===== config.mk =====
export PLATFORM = sky130hd
export DESIGN_NAME = bcp_scan_engine
export DESIGN_NICKNAME = d
export VERILOG_FILES = /design/src/rtl/bcp_pkg.sv /design/src/rtl/bcp_trail_fifo.sv /design/src/rtl/bcp_scan_engine.sv
export SDC_FILE = /design/constraint.sdc
export NUM_CORES = 1
export LEC_CHECK = 0
export CAP_MARGIN = 10
export CORE_AREA = 2 2 142 144
export CTS_CLUSTER_DIAMETER = 30
export CTS_CLUSTER_SIZE = 12
export DETAILED_ROUTE_END_ITERATION = 8
export DIE_AREA = 0 0 144 146
export PLACE_DENSITY = 0.75
export SKIP_CTS_REPAIR_TIMING = 1
export SLEW_MARGIN = 20
export SYNTH_ARGS = -nofsm -noshare
export SYNTH_HDL_FRONTEND = slang
export SYNTH_SLANG_ARGS = --single-unit
export TNS_END_PERCENT = 20

===== constraint.sdc =====
create_clock -name clock -period 11.8 [get_ports clock]
set_input_delay 2.36 -clock clock [delete_from_list [all_inputs] [get_ports clock]]
set_output_delay 2.36 -clock clock [all_outputs]
set_load 0.01 [all_outputs]

===== src/rtl/bcp_pkg.sv =====
// bcp_pkg -- shared definitions for the BCP scan engine.
//   * clause word field layout: a clause word is two VAR_NUM-wide fields,
//     the positive-literal mask in field BCP_POS_FIELD (upper) and the
//     negative-literal mask in field BCP_NEG_FIELD (lower)
//   * FSM state enum (IDLE, SCAN, DONE)
//   * trail entry struct used when BCP_TRAIL_EN is defined
//   * bcp_eval_clause(): per-lane clause evaluator (falsified / unit detect)
// The evaluator works on BCP_MAX_VAR-wide vectors; callers zero-extend their
// VAR_NUM-wide fields, so engines with VAR_NUM up to BCP_MAX_VAR share it.
package bcp_pkg;

  localparam int BCP_MAX_VAR   = 32;
  localparam int BCP_VIDX_W    = 5;   // enough to index BCP_MAX_VAR variables
  localparam int BCP_CIDX_W    = 8;   // clause index width stored in the trail
  localparam int BCP_POS_FIELD = 1;
  localparam int BCP_NEG_FIELD = 0;

  typedef enum logic [1:0] {
    IDLE = 2'd0,
    SCAN = 2'd1,
    DONE = 2'd2
  } bcp_state_t;

  typedef struct packed {
    logic [BCP_VIDX_W-1:0] var_idx;
    logic                  value;
    logic [BCP_CIDX_W-1:0] clause_idx;
  } bcp_trail_t;

  typedef struct packed {
    logic                  falsified;
    logic                  unit;
    logic [BCP_VIDX_W-1:0] unit_var;
    logic                  unit_val;
  } bcp_eval_t;

  // A clause is satisfied if any assigned literal is true. Otherwise it is
  // falsified with no free literals, or unit with exactly one free literal.
  // The implied value of a unit literal is its positive-mask bit.
  function automatic bcp_eval_t bcp_eval_clause(
    input logic [BCP_MAX_VAR-1:0] pos,
    input logic [BCP_MAX_VAR-1:0] neg,
    input logic [BCP_MAX_VAR-1:0] asg,
    input logic [BCP_MAX_VAR-1:0] free
  );
    bcp_eval_t              r;
    logic                   sat;
    logic [BCP_MAX_VAR-1:0] free_lits;
    logic                   found;
    logic                   multi;
    r         = '0;
    found     = 1'b0;
    multi     = 1'b0;
    sat       = (|(pos & ~free & asg)) | (|(neg & ~free & ~asg));
    free_lits = (pos | neg) & free;
    for (int i = 0; i < BCP_MAX_VAR; i++) begin
      if (free_lits[i]) begin
        if (found) begin
          multi = 1'b1;
        end else begin
          found      = 1'b1;
          r.unit_var = i[BCP_VIDX_W-1:0];
          r.unit_val = pos[i];
        end
      end
    end
    r.falsified = !sat && !found;
    r.unit      = !sat && found && !multi;
    return r;
  endfunction

endpackage


===== src/rtl/bcp_trail_fifo.sv =====
// bcp_trail_fifo -- small synchronous FIFO holding the implication trail.
// Ports: clock, reset (sync, active-low), clear (empties the FIFO),
//        push_valid/push_data (write; dropped when full),
//        pop_ready/pop_valid/pop_data (read side).
// Handshake: an entry leaves when pop_valid && pop_ready on a rising edge;
// pop_data is stable while pop_valid is high and pop_ready is low.
module bcp_trail_fifo #(
  parameter int DEPTH = 8,
  parameter int WIDTH = 14
) (
  input  logic             clock,
  input  logic             reset,
  input  logic             clear,
  input  logic             push_valid,
  input  logic [WIDTH-1:0] push_data,
  input  logic             pop_ready,
  output logic             pop_valid,
  output logic [WIDTH-1:0] pop_data
);

  localparam int PW = (DEPTH > 1) ? $clog2(DEPTH) : 1;
  localparam int CW = $clog2(DEPTH + 1);

  logic [WIDTH-1:0] mem [DEPTH];
  logic [PW-1:0]    wr_ptr;
  logic [PW-1:0]    rd_ptr;
  logic [CW-1:0]    count;
  logic             do_push;
  logic             do_pop;

  assign pop_valid = (count != '0);
  assign pop_data  = mem[rd_ptr];
  assign do_push   = push_valid && (count != CW'(DEPTH));
  assign do_pop    = pop_valid && pop_ready;

  always_ff @(posedge clock) begin
    if (!reset || clear) begin
      wr_ptr <= '0;
      rd_ptr <= '0;
      count  <= '0;
    end else begin
      if (do_push) begin
        wr_ptr <= (wr_ptr == PW'(DEPTH - 1)) ? '0 : wr_ptr + PW'(1);
      end
      if (do_pop) begin
        rd_ptr <= (rd_ptr == PW'(DEPTH - 1)) ? '0 : rd_ptr + PW'(1);
      end
      if (do_push && !do_pop) begin
        count <= count + CW'(1);
      end else if (do_pop && !do_push) begin
        count <= count - CW'(1);
      end
    end
  end

  always_ff @(posedge clock) begin
    if (do_push) begin
      mem[wr_ptr] <= push_data;
    end
  end

endmodule


===== src/rtl/bcp_scan_engine.sv =====
// bcp_scan_engine -- iterative Boolean Constraint Propagation engine.
// Scans a local clause store LANES clauses per cycle against a working
// assignment, applies one implication per cycle, and repeats full passes
// until a fixed point or a falsified clause.
// Ports:
//   clock, reset (sync, active-low)
//   clause_we/clause_addr/clause_wdata : clause store write (IDLE only)
//   start, assignment, free            : run request (IDLE only)
//   busy, done                         : run status; done pulses one cycle
//   implication, impl_value, implication_exist, conflict, conflict_clause,
//   pass_count                         : run results, held until next start
//   trail_valid/trail_data/trail_ready : implication trail, only when the
//                                        BCP_TRAIL_EN macro is defined
// Handshake: start is a single-cycle request accepted only while busy is low;
// results are valid from the cycle done is high until the next accepted start.
// Requires CLAUSE_NUM >= 2 and VAR_NUM <= bcp_pkg::BCP_MAX_VAR.
module bcp_scan_engine
  import bcp_pkg::*;
#(
  parameter int VAR_NUM    = 8,
  parameter int CLAUSE_NUM = 8,
  parameter int LANES      = 2
) (
  input  logic                            clock,
  input  logic                            reset,
  input  logic                            clause_we,
  input  logic [$clog2(CLAUSE_NUM)-1:0]   clause_addr,
  input  logic [2*VAR_NUM-1:0]            clause_wdata,
  input  logic                            start,
  input  logic [VAR_NUM-1:0]              assignment,
  input  logic [VAR_NUM-1:0]              free,
  output logic                            busy,
  output logic                            done,
  output logic [VAR_NUM-1:0]              implication,
  output logic [VAR_NUM-1:0]              impl_value,
  output logic                            implication_exist,
  output logic                            conflict,
  output logic [$clog2(CLAUSE_NUM)-1:0]   conflict_clause,
  output logic [$clog2(VAR_NUM+2)-1:0]    pass_count
`ifdef BCP_TRAIL_EN
  ,
  output logic                            trail_valid,
  output logic [$bits(bcp_trail_t)-1:0]   trail_data,
  input  logic                            trail_ready
`endif
);

  localparam int AW   = $clog2(CLAUSE_NUM);
  localparam int PW   = $clog2(VAR_NUM + 2);
  localparam int G    = (CLAUSE_NUM + LANES - 1) / LANES;
  localparam int LAST = (G - 1) * LANES;   // ptr value of the last group

  logic [2*VAR_NUM-1:0] store [CLAUSE_NUM];
  logic [CLAUSE_NUM-1:0] store_valid;

  bcp_state_t        state;
  bcp_state_t        state_next;
  logic [AW-1:0]     ptr;
  logic              changed;
  logic [VAR_NUM-1:0] wasg;
  logic [VAR_NUM-1:0] wfree;

  logic              is_last;
  logic              hit_conf;
  logic              hit_unit;
  logic [AW-1:0]     conf_idx;
  logic [BCP_VIDX_W-1:0] unit_var_sel;
  logic              unit_val_sel;
  logic [VAR_NUM-1:0] unit_mask;
  logic [AW:0]       lane_pos;
  logic [2*VAR_NUM-1:0] lane_word;
  bcp_eval_t         lane_ev;
`ifdef BCP_TRAIL_EN
  logic [AW-1:0]     unit_clause;
`endif

  assign implication_exist = |implication;
  assign is_last           = (ptr == AW'(LAST));
  assign unit_mask         = VAR_NUM'(1) << unit_var_sel;

  // Lanes are walked from highest to lowest so the lowest-index hit wins.
  // Out-of-range lanes, invalid entries and all-zero words never hit.
  always_comb begin
    hit_conf     = 1'b0;
    hit_unit     = 1'b0;
    conf_idx     = '0;
    unit_var_sel = '0;
    unit_val_sel = 1'b0;
    lane_pos     = '0;
    lane_word    = '0;
    lane_ev      = '0;
`ifdef BCP_TRAIL_EN
    unit_clause  = '0;
`endif
    for (int l = LANES - 1; l >= 0; l--) begin
      lane_pos  = {1'b0, ptr} + (AW + 1)'(l);
      lane_word = store[lane_pos[AW-1:0]];
      lane_ev   = bcp_eval_clause(
        BCP_MAX_VAR'(lane_word[BCP_POS_FIELD*VAR_NUM +: VAR_NUM]),
        BCP_MAX_VAR'(lane_word[BCP_NEG_FIELD*VAR_NUM +: VAR_NUM]),
        BCP_MAX_VAR'(wasg),
        BCP_MAX_VAR'(wfree));
      if ((lane_pos < (AW + 1)'(CLAUSE_NUM)) && store_valid[lane_pos[AW-1:0]] &&
          (lane_word != '0)) begin
        if (lane_ev.falsified) begin
          hit_conf = 1'b1;
          conf_idx = lane_pos[AW-1:0];
        end
        if (lane_ev.unit) begin
          hit_unit     = 1'b1;
          unit_var_sel = lane_ev.unit_var;
          unit_val_sel = lane_ev.unit_val;
`ifdef BCP_TRAIL_EN
          unit_clause  = lane_pos[AW-1:0];
`endif
        end
      end
    end
  end

  always_comb begin
    state_next = state;
    case (state)
      IDLE: if (start) state_next = SCAN;
      SCAN: begin
        if (hit_conf) begin
          state_next = DONE;
        end else if (!hit_unit && is_last && !changed) begin
          state_next = DONE;
        end
      end
      DONE:    state_next = IDLE;
      default: state_next = IDLE;
    endcase
  end

  always_ff @(posedge clock) begin
    if (!reset) begin
      state           <= IDLE;
      ptr             <= '0;
      changed         <= 1'b0;
      wasg            <= '0;
      wfree           <= '0;
      busy            <= 1'b0;
      done            <= 1'b0;
      implication     <= '0;
      impl_value      <= '0;
      conflict        <= 1'b0;
      conflict_clause <= '0;
      pass_count      <= '0;
    end else begin
      state <= state_next;
      done  <= 1'b0;
      case (state)
        IDLE: begin
          if (start) begin
            wasg            <= assignment;
            wfree           <= free;
            implication     <= '0;
            impl_value      <= '0;
            conflict        <= 1'b0;
            conflict_clause <= '0;
            pass_count      <= '0;
            ptr             <= '0;
            changed         <= 1'b0;
            busy            <= 1'b1;
          end
        end
        SCAN: begin
          if (hit_conf) begin
            conflict        <= 1'b1;
            conflict_clause <= conf_idx;
          end else if (hit_unit) begin
            // ptr is held so the same group sees the new assignment.
            wfree       <= wfree & ~unit_mask;
            wasg        <= unit_val_sel ? (wasg | unit_mask) : (wasg & ~unit_mask);
            implication <= implication | unit_mask;
            impl_value  <= unit_val_sel ? (impl_value | unit_mask) : (impl_value & ~unit_mask);
            changed     <= 1'b1;
          end else if (!is_last) begin
            ptr <= ptr + AW'(LANES);
          end else begin
            pass_count <= pass_count + PW'(1);
            if (changed) begin
              changed <= 1'b0;
              ptr     <= '0;
            end
          end
        end
        DONE: begin
          done <= 1'b1;
          busy <= 1'b0;
        end
        default: ;
      endcase
    end
  end

  // Writes land in IDLE, including the cycle start is accepted, so a run
  // always sees a write issued alongside its start.
  always_ff @(posedge clock) begin
    if (!reset) begin
      store_valid <= '0;
    end else if (clause_we && (state == IDLE)) begin
      store_valid[clause_addr] <= 1'b1;
    end
  end

  always_ff @(posedge clock) begin
    if (reset && clause_we && (state == IDLE)) begin
      store[clause_addr] <= clause_wdata;
    end
  end

`ifdef BCP_TRAIL_EN
  bcp_trail_t trail_in;

  assign trail_in = '{var_idx:    unit_var_sel,
                      value:      unit_val_sel,
                      clause_idx: BCP_CIDX_W'(unit_clause)};

  bcp_trail_fifo #(
    .DEPTH(VAR_NUM),
    .WIDTH($bits(bcp_trail_t))
  ) u_trail (
    .clock     (clock),
    .reset     (reset),
    .clear     ((state == IDLE) && start),
    .push_valid((state == SCAN) && !hit_conf && hit_unit),
    .push_data (trail_in),
    .pop_ready (trail_ready),
    .pop_valid (trail_valid),
    .pop_data  (trail_data)
  );
`endif

endmodule


==> impl_metrics.yaml, run 1 <==
min_path:
  whs_path_depth: 2
  hp-start: "conflict$_SDFFE_PN0P_"
  worstHoldEndpoint: "conflict$_SDFFE_PN0P_"
  hold_path.class: "reg2reg"
placed_design:
  place_congestion: 1.09
  portBuffers: 65
  hpwlAfterDp_mm: 21.8
  dp_cells: 1249
floorplanning:
  pin_count: 66
  row_count: 51
  dieArea_um2: 21000
  die_w_um: 144
  start_util_pct: 55.3
  die_y_um: 146
  core-area_um2: 19300
yosys:
  ys_seq_elements: 187
  ys_types: 88
  synth_nets: 1006
  synthArstFlopShare_pct: 0
  syn_area_um2: 10700
  synth_mux_area_share_pct: 18.6
  synthXorXnorAreaFrac_pct: 0.492
  synthAdderAreaFrac_pct: 0.562
  synthCells: 963
  synth_flop_cell: "edfxtp_1"
  synth_simple_gate_area_share_pct: 15.3
  synth.yosys.seq_area_share_pct: 47.0
  synth_edf_count: 128
  yosysWarningCount: 0
  synth_top_family_by_area: "multiplexers"
  synth-compound-area-share_pct: 14.7
  syn_area_per_cell_um2: 11.1
cells_and_area:
  area_growth_pct: 13.0
  instances_no_fill: 1281
  drive_gt1_share_pct: 14.9
  final_common_cell: "edfxtp_1"
  nets: 1046
  final_cell_mix: "128 x edfxtp_1, 81 x nor2_1, 78 x nand2_1"
  antenna_cells: 0
cts:
  htreeDepth: 4
  cts_buffers: 17
  clk_latency_ps: 440
  clockBufferDepth: 2
  cts_root_buffer: "clkbuf_16"
  cts_num_sinks: 187
  tritoncts: "done"
  clk_pin_slew_ps: 70
timing:
  fin_worst_skew_ps: 6.79
  fmax_ghz: 0.177
  setup_violations: 0
  slew_violations: 0
  maxSlewHeadroom_pct: 24.9
  tns_ps: 0
  post-route-period-util_pct: 47.8
  worst_pin_slew_ps: 1130
  min_period_ps: 5640
  hold_viol_final: 0
  rsz0062_at_grt: "false"
outcome:
  outcome: "finished, final reports clean"
pwr:
  internal-power_uw: 1110
  p_clk_share_pct: 36.9
  p_switching_uw: 379
  power.density_nw_per_um2: 123
  vdd_ir_drop_max_mv: 0.103
  p_leak_uw: 0.00416
  p_comb_share_pct: 13.9
  seq_power_share_pct: 49.2
  swShare_pct: 25.5
global_routing:
  first_global_vias: 8201
  grt_pass1_wl_mm: 47.4
  antenna_found_initial: 0
  track_usage_pct: 30.0
  grt_max_degree: 62
  grt_overflow: 0
detailed_routing:
  dr.pass1.iters: 8
  drtAntennaViolNets: 0
  post_drt_via_cell_ratio: 6.75
  drt-total-wl_mm: 31.1
  vias: 8652
  drc: 0
  routedWlPerCell_um: 24.3
  drtIter0Drc: 1065
run:
  drv_cap: 0
setup_path:
  worstSetupPathType: "reg2reg"
  r2r.worst_path.cells: 12
  crit_slowest_cell: "nor4_4"
  arrival_ps: 5970
  r2r_slack_ps: 6160
  required_ps: 12140
  cp_cell_sequence: "buf_4 > mux4_2 > mux2_2 > mux2i_1 > nor2_1 > a2111o_1 > or4_4 > nor4_4 > mux2i_1 > and3_1 > a22oi_1 > a221oi_2"
  cpMostUsedCell: "mux2i_1"
  max_stage_delay_ps: 790
  path_buf_inv: 1
  start_kind: "flop"
  cp_max_fo: 35
  critPathTopFamily: "simple AND/OR/NAND/NOR gates"
  end_kind: "flop"
==> kinds of logic (layout without fill, tap and decap cells) <==
logic type                 count (synthesis)  in the layout
adders and majority gates                  5              5
and+or+nand+nor                          326            326
muxes                                    150            150
AOI/OAI and AO/OA                        211            211
DFF                                      187            187
xor gates and xnor gates                   6              6
buffers and inverters                     78            131
==> power by group through the flow <==
stage,combinational [uW],clock (uW),sequential [uW]
3_3_place_gp,198,0,743
5_1_grt,220,580,731
2_1_floorplan,144,0,733
3_5_place_dp,199,0,744
6_report,206,547,731
4_1_cts,201,556,729
==> layer usage <==
layer / wire length, um / GRT usage [%] / up-vias
met1: 13000 / 41.2 / 4221
li1: - / - / 3827
met2: 14000 / 44.6 / 504
met5: 0 / 0 / -
met4: 1600 / 16.1 / 0
met3: 2550 / 6.19 / 100
==> worst max path at each step <==
stage / start / end / slack [ps] / cells after the start
after floorplan: ptr[0]$_SDFFE_PN0P_ / flop / 6760 / 20
after global placement: flop / flop / 6340 / 12
after detailed placement: flop / flop / 6230 / 12
after CTS: flop / flop / 6220 / 12
after global routing: flop / flop / 5760 / 11
final: flop / flop / 6160 / 12
==> final cells by class <==
type,count,area (um^2)
clock buffer,19,433
multi-input combinational,698,5330
inverter,19,71.3
clock inverter,13,125
sequential,187,5030
timing repair buffer,80,763
tap,265,332
fill,1570,7250
==> per-stage QoR <==
step / instance area (um^2) / util [%] / setup WS [ps] / total power, uW / hold WS, ps
after floorplan: 10700 / - / 6760 / 877 / 439
after global placement: 11500 / 59.6 / 6340 / 941 / 446
after detailed placement: 11500 / 59.6 / 6230 / 943 / 441
after CTS: 12100 / 62.5 / 6220 / 1490 / 458
after global routing: 12100 / 62.5 / 5760 / 1530 / 491
final: 12100 / 62.5 / 6160 / 1480 / 453
==> registers in the layout, indices dropped and copies added (netlist names), 2 cells and up, named ones only <==
register and flops:
state 2, implication 8, impl_value 8, store_valid 8, conflict_clause 3, store 128, pass_count 4, wfree 8
ptr 3
==> worst register-to-register path: cells and delay by family (launching register included) <==
| kind | cells | cell delay (ps) |
|---|---|---|
| compound gates | 3 | 730 |
| buf+inv | 1 | 590 |
| mux | 4 | 1670 |
| simple gates | 4 | 1790 |
| flops | 1 | 760 |
==> Yosys cell counts, types with 14 or more instances <==
library cell / instances / area (um^2)
nand3_1: 49 / 245
nor2_1: 81 / 304
mux2_2: 38 / 428
edfxtp_1: 128 / 3840
dfxtp_1: 59 / 1180
buf_2: 25 / 125
mux4_2: 34 / 766
o21ai_0: 16 / 80.1
clkbuf_1: 22 / 82.6
a21o_1: 14 / 105
a22oi_1: 14 / 105
a21oi_1: 50 / 250
inv_1: 18 / 67.6
nor3_1: 19 / 95.1
nand2_1: 78 / 293
mux2i_1: 76 / 761
o2111ai_1: 14 / 123
(Power assumes the default switching activity.)
==> run 2, diff against run 1 <==
--- a/config.mk
+++ b/config.mk
@@ -6,12 +6,12 @@
 export NUM_CORES = 1
 export LEC_CHECK = 0
 export CAP_MARGIN = 10
-export CORE_AREA = 2 2 142 144
+export CORE_AREA = 2 2 144 146
 export CTS_CLUSTER_DIAMETER = 30
 export CTS_CLUSTER_SIZE = 12
 export DETAILED_ROUTE_END_ITERATION = 8
-export DIE_AREA = 0 0 144 146
-export PLACE_DENSITY = 0.75
+export DIE_AREA = 0 0 146 148
+export PLACE_DENSITY = 0.76
 export SKIP_CTS_REPAIR_TIMING = 1
 export SLEW_MARGIN = 20
 export SYNTH_ARGS = -nofsm -noshare
==> constraint.sdc (replaced) <==
create_clock -name clock -period 5 [get_ports clock]
set_input_delay 1 -clock clock [delete_from_list [all_inputs] [get_ports clock]]
set_output_delay 1 -clock clock [all_outputs]
set_load 0.01 [all_outputs]
==> run 2 against run 1 <==
Worst hold slack gained 1.3 ps. Clock power grew to 2.5 times the previous value. Non-clock buffer count grew 26. Count of clock-buffer cells in the layout shrank 2. Power grew 140%. Setup slack lost 5900 ps. Largest power group unchanged. Via count shrank 0.90%. First-iteration DRC count shrank 13%. Largest cell class unchanged. Fmax grew 18%. Clock skew grew 2.0 ps.
==> impl_metrics.yaml, run 2 (synthesis gave the netlist of run 1 again) <==
detailed_routing:
  drtAntennaViolNets: 0
  drtIter0Drc: 930
  post_drt_via_cell_ratio: 6.54
  vias: 8574
  drc: 0
  routedWlPerCell_um: 23.5
  drt-total-wl_mm: 30.9
  dr.pass1.iters: 7
cells_and_area:
  multi_input_area_um2: 5340
  antenna_cells: 0
  top_register: "store"
  fill_cells: 1630
  area_growth_pct: 15.7
  final_cell_mix: "128 x edfxtp_1, 79 x nor2_1, 78 x nand2_1"
  ff_latch_area_um2: 5030
  largest_reg_flops: 128
  final_common_cell: "edfxtp_1"
  nets: 1072
  drive_gt1_share_pct: 17.7
pwr:
  vdd_ir_drop_max_mv: 0.218
  p_comb_share_pct: 14.1
  seq_power_share_pct: 47.4
  p_leak_uw: 0.00432
  internal-power_uw: 2650
  swShare_pct: 26.7
  power.density_nw_per_um2: 292
  p_clk_share_pct: 38.4
  p_switching_uw: 965
outcome:
  outcome: "finished, final reports clean"
setup_path:
  crit_slowest_cell: "dfxtp_2"
  max_stage_delay_ps: 570
  r2r_slack_ps: 230
  start_kind: "flop"
  required_ps: 5300
  cpMostUsedCell: "mux2_2"
  worstSetupPathType: "reg2reg"
  cp_max_fo: 28
  cp_cell_sequence: "buf_12 > mux4_2 > mux2_2 > o21ai_1 > a21boi_2 > nand4b_1 > o221a_2 > nor4_4 > buf_4 > mux2_2 > a2111oi_2 > or3_1 > a21oi_1"
  arrival_ps: 5070
  end_kind: "flop"
global_routing:
  first_global_vias: 8185
  grt_pass1_wl_mm: 47.4
  antenna_found_initial: 0
  track_usage_pct: 28.8
  grt_max_degree: 45
  grt_overflow: 0
timing:
  rsz0062_at_grt: "false"
  hold_viol_final: 0
  tns_ps: 0
  maxSlewHeadroom_pct: 28.2
  setup_violations: 0
  post-route-period-util_pct: 95.4
  fmax_ghz: 0.210
  fin_ws_ps: 229
  worst_pin_slew_ps: 1080
  min_period_ps: 4770
  fin_worst_skew_ps: 8.80
  slew_violations: 0
  whs_ps: 454
placed_design:
  hpwlAfterDp_mm: 22.2
  place_ws_ps: 252
  place_congestion: 0.999
  portBuffers: 65
floorplanning:
  start_util_pct: 53.3
  die_w_um: 146
  pin_count: 66
  die_y_um: 148
  dieArea_um2: 21600
  core-area_um2: 20000
  row_count: 52
run:
  drv_cap: 0
cts:
  clk_pin_slew_ps: 70
  cts_num_sinks: 187
  cts_buffers: 17
  clk_latency_ps: 440
  cts_root_buffer: "clkbuf_16"
  clockBufferDepth: 2
  htreeDepth: 4
  tritoncts: "done"
min_path:
  hold_path.class: "reg2reg"
## run 2: final timing paths
check | cells past startpoint | to | start
hold reg to reg | 2 | conflict$_SDFFE_PN0P_ | conflict$_SDFFE_PN0P_
setup reg to reg | 13 | wfree[4]$_SDFFE_PN0P_ | flop
setup / recovery | 13 | wfree[4]$_SDFFE_PN0P_ | flop
hold / removal | 2 | conflict$_SDFFE_PN0P_ | conflict$_SDFFE_PN0P_
## run 2: layer usage
layer  track usage (%)  vias up  wire length, um
met4              14.5        0             1360
met3              4.72       80             2280
met1              39.5     4191            13300
li1                  -     3879                -
met5                 0        -                0
met2              44.6      424            13900
## run 2: worst max-delay path, delay by kind of cell (launching register included)
| kind | cells | cell delay (ps) |
|---|---|---|
| compound gates | 5 | 1600 |
| buf+inv | 2 | 500 |
| flops | 1 | 570 |
| mux | 3 | 1010 |
| simple gates | 3 | 930 |
## run 2: cell type report
class / count / area share, %
clock buffer: 17 / 3.44
multi-input combinational: 698 / 43.1
timing repair buffer: 106 / 8.05
clock inverter: 15 / 1.44
sequential: 187 / 40.6
inverter: 19 / 0.576
tap: 270 / 2.73
## run 2: power by group through the flow
stage	combinational (uW)	sequential, uW	clock (uW)
global route	547	1720	1470
CTS	503	1710	1400
floorplan	340	1730	0
finish	512	1720	1390
global placement	494	1750	0
detailed placement	499	1750	0
## run 2: metrics by stage
stage                     power [uW]  area [um^2]  cells  utilization [%]
after global placement          2240        11800   1280             58.7
after detailed placement        2250        11800   1280             58.7
after CTS                       3620        12400   1312             61.7
final                           3620        12400   1312             61.7
after global routing            3730        12400   1312             61.7
after floorplan                 2070        10700    963                -
==> run 3, diff against run 2 <==
--- a/config.mk
+++ b/config.mk
@@ -5,13 +5,14 @@
 export SDC_FILE = /design/constraint.sdc
 export NUM_CORES = 1
 export LEC_CHECK = 0
+export ABC_AREA = 1
 export CAP_MARGIN = 10
-export CORE_AREA = 2 2 144 146
+export CORE_AREA = 8 8 169 139
 export CTS_CLUSTER_DIAMETER = 30
 export CTS_CLUSTER_SIZE = 12
 export DETAILED_ROUTE_END_ITERATION = 8
-export DIE_AREA = 0 0 146 148
-export PLACE_DENSITY = 0.76
+export DIE_AREA = 0 0 177 147
+export PLACE_DENSITY = 0.77
 export SKIP_CTS_REPAIR_TIMING = 1
 export SLEW_MARGIN = 20
 export SYNTH_ARGS = -nofsm -noshare
==> run 3 against run 2 <==
Worst hold slack better by 6.4 ps. Fmax grew 17%. Wire length is 7.8% higher. Combinational power is 50% higher. Power grew 6.1%.
==> impl_metrics.yaml, run 3 <==
outcome:
  outcome: "finished, final reports clean"
yosys:
  synthCells: 1528
  syn_area_per_cell_um2: 7.31
  syn_area_um2: 11200
  ys_seq_elements: 187
  synthTopCellsByCount: "546 x nand2_1, 248 x nand3_1, 173 x inv_1"
  synth.yosys.seq_area_share_pct: 45.0
  synthArstFlopShare_pct: 0
  ys_types: 44
  synth_nets: 1571
  synth_flop_cell: "edfxtp_1"
  synth_area_leaders: "edfxtp_1 34%, nand2_1 18%, nand3_1 11%"
  synth_edf_count: 128
  synth_top_area_share_pct: 34.4
  yosysTopAreaCell: "edfxtp_1"
  yosysMostFrequentCell: "nand2_1"
  yosysWarningCount: 0
floorplanning:
  die_w_um: 177
  start_util_pct: 53.3
  dieArea_um2: 26000
  row_count: 48
  die_y_um: 147
  pin_count: 66
  core-area_um2: 21000
detailed_routing:
  post_drt_via_cell_ratio: 5.54
  drc: 0
  dr.pass1.iters: 6
  vias: 10300
  drtAntennaViolNets: 0
  drt-total-wl_mm: 33.3
  drtIter0Drc: 1249
  routedWlPerCell_um: 18.0
setup_path:
  worstSetupPathType: "reg2reg"
  arrival_ps: 4400
  critPathTopFamily: "simple AND/OR/NAND/NOR gates"
  cp_cell_sequence: "ha_1 > inv_1 > nand2_1 > nand2_2 > inv_2 > nand3_1 > nand2_1 > nand2_1 > nand2_2 > nand2_4 > nor2_8 > nand4_2 > nand2_1 > nand2_2 > nor2_4 > nand3_2 > nand2_4 > nand3_2 > nor2_1 > nor2_1 > nor2_1 > nor2_1"
  crit_slowest_cell: "dfxtp_2"
  cp_max_fo: 23
  end_kind: "flop"
  path_buf_inv: 2
  r2r_slack_ps: 930
  max_stage_delay_ps: 550
  start_kind: "flop"
  required_ps: 5330
global_routing:
  first_global_vias: 9754
  grt_overflow: 0
  track_usage_pct: 25.9
  grt_pass1_wl_mm: 52.8
  antenna_found_initial: 0
  grt_max_degree: 76
timing:
  hold_viol_final: 0
  rsz0062_at_grt: "false"
  fmax_ghz: 0.246
  min_period_ps: 4070
  worst_pin_slew_ps: 903
  fin_worst_skew_ps: 14.2
  setup_violations: 0
  slew_violations: 0
  tns_ps: 0
  maxSlewHeadroom_pct: 39.6
  post-route-period-util_pct: 81.3
placed_design:
  portBuffers: 65
  post_dp_cell_area_um2: 11900
  place_congestion: 0.953
  hpwlAfterDp_mm: 22.4
pwr:
  power.density_nw_per_um2: 308
  p_leak_uw: 0.00555
  vdd_ir_drop_max_mv: 0.181
cts:
  htreeDepth: 4
  cts_root_buffer: "clkbuf_16"
  clk_pin_slew_ps: 70
  cts_buffers: 17
  clk_latency_ps: 440
  cts_num_sinks: 187
  clockBufferDepth: 2
  tritoncts: "done"
cells_and_area:
  finalInstanceArea_um2: 12400
  fill_cells: 1897
  largest_reg_flops: 128
  nets: 1607
  final_cell_mix: "546 x nand2_1, 248 x nand3_1, 173 x inv_1"
  final_common_cell: "nand2_1"
  antenna_cells: 0
  area_growth_pct: 11.4
  top_register: "store"
  drive_gt1_share_pct: 7.86
run:
  drv_cap: 0
min_path:
  hold_path.class: "reg2reg"
==> run 3: cell types whose count changed after synthesis, sizes merged, moves of 15 or more <==
cell / delta
mux4: -34
nor3: -16
buf: +16
mux2: -40
o21ai: +15
nand2: +493
nor2: +47
nand3: +208
mux2i: -76
inv: +170
==> run 3: tightest hold or removal path, stage by stage, from the launching register on <==
cell and delay (ps):
dfxtp_1 320, nand2_1 60, nand2_1 40
==> run 3: layer usage <==
layer  vias to the layer above  track usage, %  part of all wire, %
met1                      4672            36.3                   45
met4                         0            9.23                  2.8
met5                         -               0                    0
li1                       4995               -                    -
met3                        78            6.34                  9.2
met2                       507            38.2                   43
==> run 3: metrics by stage <==
step / cells / setup WS [ps] / utilization [%] / power [uW] / hold WS, ps
final: 1852 / 933 / 59.4 / 3840 / 460
after CTS: 1852 / 999 / 59.4 / 3840 / 465
after detailed placement: 1820 / 1030 / 56.7 / 2500 / 452
after global routing: 1852 / 517 / 59.4 / 3990 / 491
after floorplan: 1528 / 1650 / - / 2270 / 436
after global placement: 1820 / 1070 / 56.7 / 2500 / 440
==> run 3: cells by family after synthesis <==
family,share of synthesized area (%)
AND/OR/NAND/NOR,39.0
buffers and inverters,10.4
flip-flops,45.0
AO/OA/AOI/OAI,5.12
adder cells (fa/ha/maj),0.448
XOR/XNOR,0.0784
==> run 3: layout make-up <==
cell class	count	area [um^2]	share of cell area (%)
sequential	187	5030	40.4
multi-input combinational	1086	4990	40.1
timing repair buffer	82	791	6.35
inverter	190	721	5.79
clock buffer	19	443	3.56
tap	275	344	2.76
clock inverter	13	130	1.05
==> run 3: power breakdown <==
| part | switching (uW) | internal (uW) | leakage (uW) |
|---|---|---|---|
| combinational | 539 | 230 | 0.00364 |
| clock | 640 | 715 | 0.000276 |
| sequential | 28.5 | 1690 | 0.00164 |
| total | 1210 | 2630 | 0.00555 |
==> run 3: worst paths after layout <==
path / start / endpoint / cells after the start
max: ptr[0]$_SDFFE_PN0P_ / flop / 22
min: conflict$_SDFFE_PN0P_ / conflict$_SDFFE_PN0P_ / 2
max reg2reg: ptr[0]$_SDFFE_PN0P_ / flop / 22
min reg2reg: conflict$_SDFFE_PN0P_ / conflict$_SDFFE_PN0P_ / 2
